`config.mk`:
```
export PLATFORM = sky130hd
export DESIGN_NAME = frame_base_scheduler
export DESIGN_NICKNAME = d
export VERILOG_FILES = /design/src/rtl/frame_base_scheduler.sv
export SDC_FILE = /design/constraint.sdc
export NUM_CORES = 1
export LEC_CHECK = 0
export BUFFER_PORTS_ARGS = -buffer_cell sky130_fd_sc_hd__buf_2
export CORE_MARGIN = 2
export CORE_UTILIZATION = 61
export DETAILED_ROUTE_END_ITERATION = 12
export GPL_TIMING_DRIVEN = 0
export HOLD_SLACK_MARGIN = 0.1
export PLACE_DENSITY = 0.81
export SLEW_MARGIN = 10
export SYNTH_ARGS = -nofsm -noshare
export SYNTH_HDL_FRONTEND = slang
export SYNTH_SLANG_ARGS = --single-unit
```
`constraint.sdc`:
```
create_clock -name CLK -period 9.7 [get_ports CLK]
set_input_delay 1.94 -clock CLK [delete_from_list [all_inputs] [get_ports CLK]]
set_output_delay 1.94 -clock CLK [all_outputs]
set_load 0.01 [all_outputs]
```
`src/rtl/frame_base_scheduler.sv`:
```
// frame_base_scheduler
//   Steps the SDRAM read base address one frame per VGA frame boundary so that
//   the display walks through a ring of stored frames. The ring size is
//   recomputed (frame size x frame count) whenever the pixel mode or the frame
//   count changes.
//
//   Build option: define FRAME_SCHED_MUTE_EN to register BLANK on every VSYNC
//   rise as NOT SYNC_EN. Without it BLANK is tied low and has no flop.
//
//   Ports
//     CLK, RESET        clock, async active-high reset
//     VSYNC             VGA vertical sync, asynchronous to CLK
//     SYNC_EN           camera enable (low = soft clear), asynchronous
//     ADVANCE           step request, sampled at frame boundaries
//     PIXEL_MODE[1:0]   01 1-bit, 10 8-bit, 11 16-bit, 00 single frame
//     FRAME_NO[7:0]     number of stored frames (0 treated as 1)
//     BASE_ADDR         read base address
//     RD_MAX_ADDR       BASE_ADDR + frame size
//     MAX_ADDR          ring end (frame size x frame count)
//     FRAME_IDX         index of the current frame
//     READY             ring size valid (high in RUN)
//     SYNC_OUT          synchronized VSYNC, gated until priming completes
//     BASE_VALID        BASE_ADDR nonzero or enable high
//     BLANK             mute flag (see build option)
//
//   state | meaning
//   IDLE  | just out of reset, one cycle
//   CALC  | 8-cycle shift-add of frame size x frame count
//   RUN   | ring size valid, base steps on frame boundaries
module frame_base_scheduler #(
   parameter int FRAME_WORDS  = 307200,
   parameter int ADDR_W       = 27,
   parameter int PRIME_FRAMES = 3
) (
   input  logic              CLK,
   input  logic              RESET,
   input  logic              VSYNC,
   input  logic              SYNC_EN,
   input  logic              ADVANCE,
   input  logic [1:0]        PIXEL_MODE,
   input  logic [7:0]        FRAME_NO,
   output logic [ADDR_W-1:0] BASE_ADDR,
   output logic [ADDR_W-1:0] RD_MAX_ADDR,
   output logic [ADDR_W-1:0] MAX_ADDR,
   output logic [7:0]        FRAME_IDX,
   output logic              READY,
   output logic              SYNC_OUT,
   output logic              BASE_VALID,
   output logic              BLANK
);

   localparam logic [ADDR_W-1:0] FS_1BIT = ADDR_W'(38400);
   localparam logic [ADDR_W-1:0] FS_FULL = ADDR_W'(FRAME_WORDS);
   localparam logic [7:0]        PRIME   = 8'(PRIME_FRAMES);

   typedef enum logic [1:0] {S_IDLE, S_CALC, S_RUN} state_t;

   state_t            state_q, state_d;
   logic [2:0]        calc_cnt_q, calc_cnt_d;
   logic [ADDR_W-1:0] acc_q, acc_d;
   logic [ADDR_W-1:0] fs_q, fs_d;
   logic [7:0]        n_q, n_d;
   logic [1:0]        pm_q, pm_d;
   logic [7:0]        fno_q, fno_d;
   logic [ADDR_W-1:0] max_q, max_d;
   logic              ready_q, ready_d;
   logic [ADDR_W-1:0] base_q, base_d;
   logic [ADDR_W-1:0] rd_max_q;
   logic [7:0]        idx_q, idx_d;
   logic [7:0]        prime_q, prime_d;
   logic              gate_q, gate_d;
   logic              sync_out_q, base_valid_q;
   logic              vs_meta_q, vs_sync_q, vs_prev_q;
   logic              en_meta_q, en_sync_q;

   logic              fb;
   logic [ADDR_W-1:0] fs_sel, step_sum, adv_sum;
   logic [7:0]        n_sel, prime_dec;
   logic              cfg_changed;

   assign fb          = vs_prev_q & ~vs_sync_q;
   assign fs_sel      = (PIXEL_MODE == 2'b01) ? FS_1BIT : FS_FULL;
   assign n_sel       = (PIXEL_MODE == 2'b00 || FRAME_NO == 8'd0) ? 8'd1 : FRAME_NO;
   assign cfg_changed = (PIXEL_MODE != pm_q) || (FRAME_NO != fno_q);
   // MSB-first multiply: the down-counter doubles as the multiplier bit index
   assign step_sum    = {acc_q[ADDR_W-2:0], 1'b0} + (n_q[calc_cnt_q] ? fs_q : '0);
   assign adv_sum     = base_q + fs_q;
   assign prime_dec   = (prime_q == 8'd0) ? 8'd0 : prime_q - 8'd1;

   always_comb begin
      state_d    = state_q;
      calc_cnt_d = calc_cnt_q;
      acc_d      = acc_q;
      fs_d       = fs_q;
      n_d        = n_q;
      pm_d       = pm_q;
      fno_d      = fno_q;
      max_d      = max_q;
      ready_d    = ready_q;
      base_d     = base_q;
      idx_d      = idx_q;
      prime_d    = prime_q;
      gate_d     = gate_q;

      case (state_q)
         S_IDLE: begin
            state_d    = S_CALC;
            ready_d    = 1'b0;
            pm_d       = PIXEL_MODE;
            fno_d      = FRAME_NO;
            fs_d       = fs_sel;
            n_d        = n_sel;
            acc_d      = '0;
            calc_cnt_d = 3'd7;
         end
         S_CALC: begin
            acc_d = step_sum;
            if (calc_cnt_q == 3'd0) begin
               state_d = S_RUN;
               max_d   = step_sum;
               ready_d = 1'b1;
               if (base_q >= step_sum) begin
                  base_d = '0;
                  idx_d  = 8'd0;
               end
            end else begin
               calc_cnt_d = calc_cnt_q - 3'd1;
            end
         end
         S_RUN: begin
            if (cfg_changed) begin
               state_d    = S_CALC;
               ready_d    = 1'b0;
               pm_d       = PIXEL_MODE;
               fno_d      = FRAME_NO;
               fs_d       = fs_sel;
               n_d        = n_sel;
               acc_d      = '0;
               calc_cnt_d = 3'd7;
            end else if (fb) begin
               if (ADVANCE) begin
                  if (adv_sum < max_q) begin
                     base_d = adv_sum;
                     idx_d  = idx_q + 8'd1;
                  end else begin
                     base_d = '0;
                     idx_d  = 8'd0;
                  end
                  prime_d = prime_dec;
                  gate_d  = (prime_dec == 8'd0);
               end else begin
                  gate_d = 1'b0;
               end
            end
         end
         default: state_d = S_IDLE;
      endcase

      // soft clear wins over stepping and over the CALC result
      if (!en_sync_q) begin
         base_d  = '0;
         idx_d   = 8'd0;
         prime_d = PRIME;
         gate_d  = 1'b0;
      end
   end

   always_ff @(posedge CLK or posedge RESET) begin
      if (RESET) begin
         state_q      <= S_IDLE;
         calc_cnt_q   <= 3'd0;
         acc_q        <= '0;
         fs_q         <= '0;
         n_q          <= 8'd0;
         pm_q         <= 2'b00;
         fno_q        <= 8'd0;
         max_q        <= '0;
         ready_q      <= 1'b0;
         base_q       <= '0;
         rd_max_q     <= '0;
         idx_q        <= 8'd0;
         prime_q      <= PRIME;
         gate_q       <= 1'b0;
         sync_out_q   <= 1'b0;
         base_valid_q <= 1'b0;
         vs_meta_q    <= 1'b0;
         vs_sync_q    <= 1'b0;
         vs_prev_q    <= 1'b0;
         en_meta_q    <= 1'b0;
         en_sync_q    <= 1'b0;
      end else begin
         state_q      <= state_d;
         calc_cnt_q   <= calc_cnt_d;
         acc_q        <= acc_d;
         fs_q         <= fs_d;
         n_q          <= n_d;
         pm_q         <= pm_d;
         fno_q        <= fno_d;
         max_q        <= max_d;
         ready_q      <= ready_d;
         base_q       <= base_d;
         rd_max_q     <= base_d + fs_d;
         idx_q        <= idx_d;
         prime_q      <= prime_d;
         gate_q       <= gate_d;
         // next-state gate so a soft clear silences SYNC_OUT without a lag cycle
         sync_out_q   <= vs_sync_q & gate_d;
         base_valid_q <= (base_q != '0) | en_sync_q;
         vs_meta_q    <= VSYNC;
         vs_sync_q    <= vs_meta_q;
         vs_prev_q    <= vs_sync_q;
         en_meta_q    <= SYNC_EN;
         en_sync_q    <= en_meta_q;
      end
   end

`ifdef FRAME_SCHED_MUTE_EN
   logic fv;
   logic blank_q;
   assign fv = ~vs_prev_q & vs_sync_q;
   always_ff @(posedge CLK or posedge RESET) begin
      if (RESET)   blank_q <= 1'b0;
      else if (fv) blank_q <= ~en_sync_q;
   end
   assign BLANK = blank_q;
`else
   assign BLANK = 1'b0;
`endif

   assign BASE_ADDR   = base_q;
   assign RD_MAX_ADDR = rd_max_q;
   assign MAX_ADDR    = max_q;
   assign FRAME_IDX   = idx_q;
   assign READY       = ready_q;
   assign SYNC_OUT    = sync_out_q;
   assign BASE_VALID  = base_valid_q;

endmodule

```
==> Yosys cells after proc, flatten, opt, wreduce, memory -nomap -nowiden <==
Index checks and enable logic that the tools add are counted.
{ "word_totals": {"reg_bits": 182, "in_bits": 15} }
{ "classes": {"n_addsub": 6, "magnitude_cmp": 3, "n_eq_ne": 18, "n_mux": 51, "bitwise_logic": 4, "reduce_logical": 19} }
{ "op_table": {"columns": ["op", "count"], "rows": [
  ["two-way mux 27 bit", 9],
  ["two-way mux 8 bit", 16],
  ["case mux 27 bit (2 select lines)", 2],
  ["adder 27 bit", 3],
  ["case mux 26 bit (3 select lines)", 1],
  ["case mux 8 bit (2 select lines)", 3],
  [">= comparator 27 bit", 1],
  ["less-than comparator 27 bit", 1],
  ["nonzero test 27 bit", 1],
  ["two-way mux 26 bit", 1],
  ["zero test 8 bit", 3],
  ["two-way mux 19 bit", 1],
  ["!= test 3 bit, second input constant", 5],
  ["!= test 2 bit, second input constant", 5],
  ["case mux 3 bit (3 select lines)", 1],
  ["adder 8 x 1 -> 8 bit, second input constant", 1],
  ["two-way mux 1 bit", 8],
  ["!= test 8 bit", 1],
  ["AND reduction 2 bit", 4],
  ["subtractor 8 x 1 -> 8 bit, second input constant", 1],
  ["two-way mux 2 bit", 3],
  ["two-way mux 3 bit", 2],
  ["case mux 2 bit (3 select lines)", 1],
  ["AND reduction 3 bit", 2],
  ["20 further kinds", 25]
]} }

==> Longest topological paths before layout <==
Gate-level depths: netlist of run 1.
{ "depth": {"ltp_word": 10, "ltp_mapped": 41, "depth_no_buf": 39} }

==> Worst setup path before layout of run 1 <==
No wires, ideal clock.
{ "synth_path": {"kind": "reg2reg", "from": "reg calc_cnt_q[0]", "to": "reg rd_max_q[23] (netlist: RD_MAX_ADDR[23])", "setup_time_ns": 0.104, "arrival_ns": 8.076, "setup_slack_ns": 1.520, "stages_incl_launch_ff": 40, "path_buffers": 2, "period_less_slack_ns": 8.180, "path_cell_list": "dfrtp_1 > mux4_2 > mux2i_1 > clkbuf_1 > nor2_1 > ha_1 > fa_1 > a211oi_1 > nor2_1 > o2111ai_1 > o211ai_2 > o21ai_0 > a21boi_0 > o21ai_0 > a21oi_1 > o21a_1 > or2_2 > ha_1 > (+4 left out) > o211ai_1 > a31oi_1 > a41oi_4 > a31oi_2 > nor2_4 > buf_6 > a22o_1 > ha_1 > a21o_1 > a21oi_1 > o211ai_1 > or3b_2 > a21boi_0 > a211oi_1 > nor3_1 > and2_1 > o21ai_0 > a221oi_1"} }
{ "synth_via": {"elab_chain_len": 10} }
{ "synth_rtl": {"columns": ["element", "line_no", "text"], "rows": [
  ["start: declaration", "59", "logic [2:0] calc_cnt_q, calc_cnt_d;"],
  ["start signal: assignment", "193", "calc_cnt_q <= calc_cnt_d;"],
  ["binary-select mux 1 bit (select 3 bit)", "86", "assign step_sum = {acc_q[ADDR_W-2:0], 1'b0} + (n_q[calc_cnt_q] ? fs_q : '0);"],
  ["two-way mux 1 bit (not written as such)", "86", null],
  ["two-way mux 27 bit", "86", null],
  ["adder 27 bit", "86", null],
  [">= comparator 27 bit", "122", "if (base_q >= step_sum) begin"],
  ["two-way mux 27 bit", "122", null],
  ["two-way mux 27 bit *", "118", "if (calc_cnt_q == 3'd0) begin"],
  ["case mux 27 bit (2 select lines) *", "105", "case (state_q)"],
  ["two-way mux 27 bit *", "160", "if (!en_sync_q) begin"],
  ["named net base_d[1]", "67", "logic [ADDR_W-1:0] base_q, base_d;"],
  ["adder 27 bit *", "202", "rd_max_q <= base_d + fs_d;"],
  ["end signal: assignment", "202", null],
  ["end: declaration", "68", "logic [ADDR_W-1:0] rd_max_q;"]
]} }
The timed path passes the listed nets; every way through them passes the cells marked *. The select of a mux whose other input is x is not followed.
A chain may end at the register's enable or synchronous reset.

==> Worst setup path after layout of run 1 <==
{ "layout_path": {"from": "reg calc_cnt_q[0]", "to": "reg rd_max_q[26] (netlist: RD_MAX_ADDR[26])"} }
The elaborated chain is that of the path after synthesis.

==> metrics.md, run 1 <==
| Metric | Value |
|---|---|
| Outcome | finished, final reports clean |
| Skew final | 0.0114 ns |
| Final hold viol count | 0 |
| CP Class | reg -> reg |
| Post-Synthesis Cells | 1355 |
| Min-Delay Path Class | reg -> reg |
| Largest net degree at the start of global routing | 117 |
| CP max-delay cell | mux4_2 |
| Tmin final | 9.24 ns |
| Fin nets | 1639 |
| Yosys cell types | 91 |
| DR vias/cell | 6.19 |
| Setup violations, final | 0 |
| Vias | 10942 |
| VDD IR max | 136 µV |
| # DRC | 0 |
| TritonRoute pass-1 iters | 8 |
| Multi-input logic area | 7400 µm² |
| FF+latch area | 4560 µm² |
| Ys Warns | 0 |
| Reg clk slew, reported paths | 0.07 ns |
| GPL Wtd Cong | 0.975 |
| Vias in the first global route | 10663 |
| P_leak | 7.03 nW |
| Startpoint Class | flop |
| Number of buffers created by CTS | 17 |
| Power Density | 185 nW/µm² |
| Number of H-tree levels | 4 |
| CTS max path bufs | 2 |
| Layout filler cell count | 1558 |
| Syn_nets | 1510 |
| Sequential-to-total area share from yosys stat | 0.368 |
| Seq cells post-synth | 182 |
| FP Rows | 52 |
| Top_reg_cell synth | dfrtp_1 |
| Worst-path fanout max | 10 |
| First-pass GRT wire length | 55300 µm |
| Total track usage | 0.329 |
| Most common cell on crit path | o21a_1 |
| Post-route ant nets | 0 |
| Final slew viol count | 0 |
| Avg WL per Cell | 19.6 µm |
| WP buf/inv | 4 |
| End-of-flow core utilization | 0.692 |
| Starting Density | 0.616 |
| CP Capture Type | flop |
| Pwr Total | 2.57 mW |
| Final period utilization | 0.952 |
| Layout cell share with drive strength beyond 1 | 0.135 |
| TritonCTS clock tree | done |
| Die area | 21500 µm² |
| PortBufs | 106 |
| Post-synthesis instance area | 12400 µm² |
| Hold_buf cts | 0 |
| Synth-to-layout area growth | 12.3% |
| ANT cells | 0 |
| Hold_ws | 0.356 ns |
| Clk_lat worst skew | 0.44 ns |
| MaxCap Viol Count | 0 |
| Total gr overflow | 0 |
| Fmax | 108 MHz |
| Area after DPL | 13300 µm² |
| Die span in x | 147 µm |
| Antenna violations before repair | 0 |
| Fin area | 13900 µm² |
| Average cell area after synthesis | 9.15 µm² |
| Dpl ws | -0.430 ns |
| Slew headroom | 0.500 |
| # IOs | 108 |
| Post-DP HPWL | 26700 µm |
| Critical Path RT | 10.06 ns |
| Share of async-settable or async-resettable flops after synthesis | 1.00 |
| Largest stage delay, worst path | 0.54 ns |
| 1st-iter DRT viols | 966 |
| Worst-margin pin slew | 0.749 ns |
| Clk sinks | 182 |
| Root Buffer | clkbuf_16 |
| CP arrival | 9.60 ns |
| Core area | 20100 µm² |
| EDFF count, synth | 0 |
| Final setup margin | 0.463 ns |
| RSZ-0062 raised after global routing | false |
| Die H | 147 µm |
| DRT Wirelength | 34700 µm |
| Top delay family on crit path | compound AO/OA/AOI/OAI gates |
==> power by group <==
group	leakage [nW]	internal, mW	switching (mW)
sequential	2.41	0.868	0.0922
clock	0.267	0.343	0.335
combinational	4.35	0.343	0.591
total	7.03	1.55	1.02
==> area by class of cell <==
class	count	share of cell area
Buffer	32	0.0105
Clock inverter	13	0.00827
Sequential cell	182	0.327
Timing Repair Buffer	110	0.0426
Multi-Input combinational cell	1055	0.531
Inverter	86	0.0237
Clock buffer	19	0.0318
Tap cell	270	0.0243
==> sequential cells by signal, summed over array words and instances (netlist names), 26 cells and up <==
name	count
BASE_ADDR	27
fs_q	27
RD_MAX_ADDR	27
acc_q	26
MAX_ADDR	27
==> final timing paths <==
| path | from | to | slack [ns] | depth (start not counted) |
|---|---|---|---|---|
| max reg2reg | calc_cnt_q[0]$_DFFE_PP0P_ | RD_MAX_ADDR[26]$_DFF_PP0_ | 0.46 | 40 |
| max | calc_cnt_q[0]$_DFFE_PP0P_ | RD_MAX_ADDR[26]$_DFF_PP0_ | 0.46 | 40 |
| max in group asynchronous | RESET | acc_q[15]$_DFFE_PP0P_ | 7.24 | 3 |
| min in group asynchronous | RESET | prime_q[3]$_DFFE_PP0P_ | 1.53 | 2 |
| min | vs_meta_q$_DFF_PP0_ | vs_sync_q$_DFF_PP0_ | 0.36 | 0 |
| min reg2reg | vs_meta_q$_DFF_PP0_ | vs_sync_q$_DFF_PP0_ | 0.36 | 0 |
==> cells in the mapped netlist, types with 4 or more instances <==
library cell | instances | share of area
a211o_1 | 4 | 0.0028
a211oi_1 | 5 | 0.0030
a21o_1 | 38 | 0.023
a21oi_1 | 99 | 0.040
a22o_1 | 14 | 0.0099
a31oi_1 | 9 | 0.0045
and2_1 | 26 | 0.013
and3_1 | 11 | 0.0056
clkbuf_1 | 22 | 0.0067
dfrtp_1 | 180 | 0.36
ha_1 | 137 | 0.14
inv_1 | 86 | 0.026
nand2_1 | 166 | 0.050
nand2b_1 | 28 | 0.014
nand3_1 | 36 | 0.015
nand3b_1 | 5 | 0.0030
nand4_1 | 14 | 0.0071
nor2_1 | 58 | 0.018
nor2b_1 | 36 | 0.018
nor3_1 | 28 | 0.011
nor4_1 | 13 | 0.0066
o2111ai_1 | 4 | 0.0028
o211ai_1 | 9 | 0.0055
o211ai_2 | 5 | 0.0050
o21a_1 | 18 | 0.011
o21ai_0 | 99 | 0.040
o21ai_1 | 6 | 0.0024
o21bai_1 | 9 | 0.0055
o31ai_1 | 14 | 0.0085
or2_2 | 4 | 0.0020
or3_1 | 9 | 0.0045
xnor2_1 | 45 | 0.032
xor2_1 | 33 | 0.023
==> cell usage in the layout, fill, tap and decap left out, types with 28 or more instances in the layout <==
master / count
nand2_1: 166
o21ai_0: 98
nor2_1: 58
a21oi_1: 98
inv_1: 85
nor2b_1: 36
ha_1: 137
dfrtp_1: 179
xor2_1: 33
nand3_1: 36
xnor2_1: 45
nand2b_1: 28
a21o_1: 38
buf_2: 109
==> stage by stage <==
step / setup TNS (ns) / std cells
finish: 0 / 1767
floorplan: 0 / 1355
global route: 0 / 1767
detailed placement: -1.50 / 1732
global placement: -0.664 / 1731
CTS: 0 / 1764
==> routing by layer <==
| layer | wire length [µm] | part of all wire | GRT usage | vias up |
|---|---|---|---|---|
| li1 | - | - | - | 5112 |
| met1 | 14200 | 0.41 | 0.450 | 5194 |
| met2 | 15700 | 0.45 | 0.523 | 533 |
| met3 | 3240 | 0.093 | 0.0550 | 103 |
| met4 | 1520 | 0.044 | 0.134 | 0 |
| met5 | 0 | 0 | 0 | - |
==> cells by family (layout without fill, tap and decap cells) <==
logic type                 after synthesis  count (layout)  synth area share
and+or+nand+nor                        455             455             0.185
other                                    1               1          0.000303
muxes                                    8               8           0.00899
adders and majority gates              141             141             0.144
AOI/OAI and AO/OA                      372             372             0.201
xor gates and xnor gates                78              78            0.0551
DFF                                    182             182             0.368
buffers and inverters                  118             260            0.0377
==> what timing repair did <==
item                       4_1_cts  5_1_grt
pin swaps                        0        0
gates cloned                     0        0
setup endpoints to repair        8        9
gates resized for setup          4        8
buffers inserted                 0        3
No activity file was read; power rests on OpenSTA's default activity.
==> run 2, diff against run 1 <==
- ABC_AREA: not set -> 1
==> run 2 against run 1 <==
Net effect: flip-flop and latch count unchanged; core utilization is 0.12 points higher; via count rose by 16%; cell area rose by 4.7%; largest power group is now combinational logic.
==> metrics.md, run 2 <==
| Metric | Value |
|---|---|
| Outcome | finished, final reports clean |
| Post-cts sizing count | 0 |
| CP Capture Type | flop |
| P_leak | 7.61 nW |
| Vias in the first global route | 12363 |
| DRT Wirelength | 45000 µm |
| Post-synthesis instance area | 13100 µm² |
| RSZ-0062 raised after global routing | false |
| Die H | 150 µm |
| MaxCap Viol Count | 0 |
| GPL Wtd Cong | 1.04 |
| Pwr Total | 4.06 mW |
| Top_reg_cell synth | dfrtp_1 |
| Total gr overflow | 0 |
| Clk_lat worst skew | 0.45 ns |
| Worst-margin pin slew | 1.08 ns |
| Average cell area after synthesis | 7.71 µm² |
| Number of buffers created by CTS | 17 |
| DR vias/cell | 6.04 |
| Comb pwr share | 0.532 |
| Main area contributors after synthesis | dfrtp_1, ha_1, nand2_1 |
| Worst-path fanout max | 10 |
| Post-synth top area cell | dfrtp_1 |
| Seq cells post-synth | 182 |
| Post-synth top cells | nand2_1, inv_1, dfrtp_1 |
| ANT cells | 0 |
| PortBufs | 106 |
| Final period utilization | 0.898 |
| Fmax | 115 MHz |
| Most common cell on crit path | nand2_1 |
| Post-route ant nets | 0 |
| Critical Path RT | 10.07 ns |
| Sequential-to-total area share from yosys stat | 0.348 |
| Skew final | 0.0163 ns |
| Total track usage | 0.406 |
| CP Class | reg -> reg |
| FP Rows | 53 |
| Sw Pwr | 2.06 mW |
| Hold_buf cts | 0 |
| Setup violations, final | 0 |
| Tmin final | 8.71 ns |
| Die area | 22600 µm² |
| Number of H-tree levels | 4 |
| CTS max path bufs | 2 |
| 1st-iter DRT viols | 1238 |
| Reg clk slew, reported paths | 0.08 ns |
| Post-CTS Setup Bufs | 0 |
| Most frequent cell after synthesis | nand2_1 |
| Startpoint Class | flop |
| Final hold viol count | 0 |
| Vias | 12741 |
| Post-DP HPWL | 35500 µm |
| Setup TNS | 0 ns |
| Part of the power in registers | 0.292 |
| FF+latch area | 4560 µm² |
| Share of async-settable or async-resettable flops after synthesis | 1.00 |
| # IOs | 108 |
| First-pass GRT wire length | 68700 µm |
| Sw Share | 0.506 |
| Syn_nets | 1852 |
| Final slew viol count | 0 |
| Fin nets | 1978 |
| Ys Warns | 0 |
| Min-Delay Path Class | reg -> reg |
| Post-Synthesis Cells | 1697 |
| # DRC | 0 |
| Commonest non-fill, non-tap cell in the layout | nand2_1 |
| CP arrival | 9.08 ns |
| Die span in x | 150 µm |
| Root Buffer | clkbuf_16 |
| Power Density | 279 nW/µm² |
| Antenna violations before repair | 3 |
| Slew headroom | 0.276 |
| Starting Density | 0.622 |
| TritonRoute pass-1 iters | 6 |
| Internal Power | 2.01 mW |
| Avg WL per Cell | 21.3 µm |
| Commonest cells after routing, fill and taps aside | nand2_1, inv_1, dfrtp_1 |
| Clk network pwr share | 0.176 |
| Layout cell share with drive strength beyond 1 | 0.125 |
| Synth-to-layout area growth | 11.5% |
| VDD IR max | 164 µV |
| Layout filler cell count | 1690 |
| Largest stage delay, worst path | 0.43 ns |
| Yosys cell types | 58 |
| Multi-input logic area | 7480 µm² |
| Post-synth top area share | 0.344 |
| Largest net degree at the start of global routing | 105 |
| Core area | 21000 µm² |
| TritonCTS clock tree | done |
| CP max-delay cell | nand2_1 |
| EDFF count, synth | 0 |
| Clk sinks | 182 |
==> run 2: changes by cell type after synthesis, moves of 15 or more <==
| cell | delta |
|---|---|
| nand2b_1 | -28 |
| nor2b_1 | -36 |
| nand2_1 | +176 |
| xnor2_1 | -19 |
| nand3_1 | +21 |
| and2_1 | -25 |
| nand2_2 | +21 |
| a21oi_1 | +47 |
| a21o_1 | -32 |
| inv_1 | +143 |
| nor3_1 | -15 |
| o21ai_0 | +38 |
| nor2_1 | +80 |
| xor2_1 | +20 |
==> run 2: path summary, 6_finish.rpt <==
check	from	end	slack [ns]	cells after the start
min in group asynchronous	RESET	prime_q[6]$_DFFE_PP0P_	1.62	2
max reg2reg	calc_cnt_q[0]$_DFFE_PP0P_	RD_MAX_ADDR[24]$_DFF_PP0_	0.99	48
max in group asynchronous	RESET	fs_q[14]$_DFF_PP0_	7.16	3
min	vs_meta_q$_DFF_PP0_	vs_sync_q$_DFF_PP0_	0.35	0
min reg2reg	vs_meta_q$_DFF_PP0_	vs_sync_q$_DFF_PP0_	0.35	0
max	calc_cnt_q[0]$_DFFE_PP0P_	RD_MAX_ADDR[24]$_DFF_PP0_	0.99	48
==> run 2: through the flow <==
stage | utilization | setup WS (ns) | area, µm² | std cells | hold slack, ns
after floorplan | - | 2.82 | 13100 | 1697 | 0.331
after global placement | 0.664 | 0.713 | 14000 | 2078 | 0.332
after detailed placement | 0.665 | 1.19 | 14000 | 2079 | 0.336
after CTS | 0.693 | 1.16 | 14600 | 2111 | 0.352
after global routing | 0.694 | 0.247 | 14600 | 2111 | 0.361
final | 0.694 | 0.988 | 14600 | 2111 | 0.350
==> run 2: power by group through the flow <==
stage                     Sequential, mW  Clock, mW  Combinational (mW)
after global routing                1.19      0.739                2.35
final                               1.19      0.714                2.16
after detailed placement            1.18          0                2.08
after global placement              1.18          0                2.03
after CTS                           1.17      0.711                2.11
after floorplan                     1.15          0                1.36
==> run 2: cell type report <==
type,instances,area share
clock buffer,17,0.0292
sequential,182,0.313
tap,275,0.0236
inverter,234,0.0608
multi-input combinational,1245,0.513
timing repair buffer,107,0.0383
clock inverter,15,0.0112
buffer,36,0.0116
==> run 2: worst max-delay path, delay by kind of cell, from the launching register on <==
family | cells | cell delay (ns)
AO/OA/AOI/OAI | 19 | 3.35
AND/OR/NAND/NOR | 18 | 2.16
adder cells (fa/ha/maj) | 4 | 1.30
buffers and inverters | 5 | 1.05
XOR/XNOR | 2 | 0.44
flip-flops | 1 | 0.33
==> run 2: cell families after synthesis <==
group | share of synthesized area
AO/OA/AOI/OAI | 0.168
other | 0.000287
AND/OR/NAND/NOR | 0.215
buffers and inverters | 0.0801
adder cells (fa/ha/maj) | 0.136
XOR/XNOR | 0.0529
flip-flops | 0.348
==> run 2: layer usage <==
metal,up-vias,wire (µm),GRT usage
li1,5883,-,-
met1,6043,18200,0.527
met2,666,20000,0.639
met3,147,4470,0.0939
met4,2,2310,0.199
met5,-,16,0
==> run 3, diff against run 2 <==
- BUFFER_PORTS_ARGS: -buffer_cell sky130_fd_sc_hd__buf_2 -> not set
- CORE_UTILIZATION: 61 -> 65
- DONT_BUFFER_PORTS: not set -> 1
==> run 3 against run 2 <==
Net effect: flip-flop and latch count did not move; fmax decreased by 2.9%; clock skew is 0.0054 ns lower; first-iteration DRC count shrank 7.4%; largest cell class unchanged.
==> metrics.md, run 3 (synthesized netlist as in run 2, its figures left out) <==
| Metric | Value |
|---|---|
| Outcome | finished, final reports clean |
| Tmin final | 8.97 ns |
| Worst-margin pin slew | 0.862 ns |
| TritonRoute pass-1 iters | 5 |
| Skew final | 0.0108 ns |
| Commonest cells after routing, fill and taps aside | nand2_1, inv_1, dfrtp_1 |
| VDD IR max | 170 µV |
| Power Density | 280 nW/µm² |
| Post-DP HPWL | 33100 µm |
| Hold_ws | 0.357 ns |
| Avg WL per Cell | 21.2 µm |
| Min-Delay Path Class | reg -> reg |
| FP Rows | 51 |
| DRT Wirelength | 42300 µm |
| Number of H-tree levels | 4 |
| CTS max path bufs | 2 |
| Setup TNS | 0 ns |
| Largest net degree at the start of global routing | 115 |
| Fmax | 111 MHz |
| PortBufs | 0 |
| Starting Density | 0.668 |
| Commonest non-fill, non-tap cell in the layout | nand2_1 |
| CP arrival | 9.30 ns |
| Die H | 146 µm |
| Critical Path RT | 10.03 ns |
| Clk sinks | 182 |
| MaxCap Viol Count | 0 |
| Vias in the first global route | 11894 |
| Core area | 19600 µm² |
| Total track usage | 0.404 |
| # DRC | 0 |
| GPL Wtd Cong | 1.00 |
| TritonCTS clock tree | done |
| WP buf/inv | 5 |
| Synth-to-layout area growth | 7.40% |
| Hold_buf cts | 0 |
| Slew headroom | 0.425 |
| Final slew viol count | 0 |
| # IOs | 108 |
| ANT cells | 0 |
| CP max-delay cell | a21boi_1 |
| CP Class | reg -> reg |
| Largest stage delay, worst path | 0.57 ns |
| Die area | 21300 µm² |
| Total gr overflow | 0 |
| Root Buffer | clkbuf_16 |
| Final hold viol count | 0 |
| Die span in x | 146 µm |
| Antenna violations before repair | 0 |
| Post-route ant nets | 0 |
| Layout cell share with drive strength beyond 1 | 0.0705 |
| First-pass GRT wire length | 65900 µm |
| Pwr Total | 3.94 mW |
| DR vias/cell | 6.12 |
| RSZ-0062 raised after global routing | false |
| Fin nets | 1872 |
| Post-cts sizing count | 0 |
| Vias | 12207 |
| Most common cell on crit path | nand2_1 |
| Setup violations, final | 0 |
| Final period utilization | 0.925 |
| Worst-path fanout max | 10 |
| Top delay family on crit path | compound AO/OA/AOI/OAI gates |
| Number of buffers created by CTS | 17 |
| Clk_lat worst skew | 0.45 ns |
| 1st-iter DRT viols | 1147 |
| Post-CTS Setup Bufs | 0 |
| CP Capture Type | flop |
| P_leak | 7.10 nW |
| Startpoint Class | flop |
| Reg clk slew, reported paths | 0.07 ns |
[run 3: layout make-up]
type	count	area, µm²
Tap cell	265	332
Clock inverter	12	135
Buffer	36	169
Clock buffer	20	467
Multi-Input combinational cell	1245	7480
Timing Repair Buffer	1	27.5
Inverter	234	886
Fill cell	1589	5540
Sequential cell	182	4560
[run 3: stage by stage]
step / instances / setup WS, ns / utilization / cell area [µm²]
6_report: 1995 / 0.725 / 0.717 / 14000
5_1_grt: 1995 / 0.123 / 0.717 / 14000
4_1_cts: 1995 / 1.14 / 0.717 / 14000
3_5_place_dp: 1963 / 1.25 / 0.686 / 13400
3_3_place_gp: 1962 / 0.897 / 0.685 / 13400
2_1_floorplan: 1697 / 2.82 / - / 13100
[run 3: metal layers]
| layer | track usage | up-vias | routed length [µm] |
|---|---|---|---|
| met5 | 0 | - | 0 |
| met4 | 0.239 | 0 | 2740 |
| met3 | 0.101 | 157 | 4710 |
| met2 | 0.611 | 736 | 18200 |
| met1 | 0.526 | 5637 | 16700 |
| li1 | - | 5677 | - |
[run 3: worst paths after layout]
kind | start | endpoint | slack, ns | depth (start not counted)
setup / recovery | calc_cnt_q[0]$_DFFE_PP0P_ | RD_MAX_ADDR[24]$_DFF_PP0_ | 0.73 | 49
hold / removal | vs_meta_q$_DFF_PP0_ | vs_sync_q$_DFF_PP0_ | 0.36 | 0
setup reg to reg | calc_cnt_q[0]$_DFFE_PP0P_ | RD_MAX_ADDR[24]$_DFF_PP0_ | 0.73 | 49
hold reg to reg | vs_meta_q$_DFF_PP0_ | vs_sync_q$_DFF_PP0_ | 0.36 | 0
max in group asynchronous | RESET | MAX_ADDR[26]$_DFFE_PP0P_ | 7.44 | 2
min in group asynchronous | RESET | FRAME_IDX[1]$_DFFE_PP0P_ | 1.46 | 1
[run 3: worst reg2reg max path: cells and delay by family (launching register included)]
family                   cells  cell delay, ns
adder cells (fa/ha/maj)      3            1.09
AND/OR/NAND/NOR             22            2.51
XOR/XNOR                     2            0.43
buffers and inverters        5            1.17
flip-flops                   1            0.32
AO/OA/AOI/OAI               17            3.31
[run 3: report_power, final]
part	internal (mW)	switching, mW
Clock	0.384	0.342
Combinational	0.627	1.32
Sequential	0.947	0.317
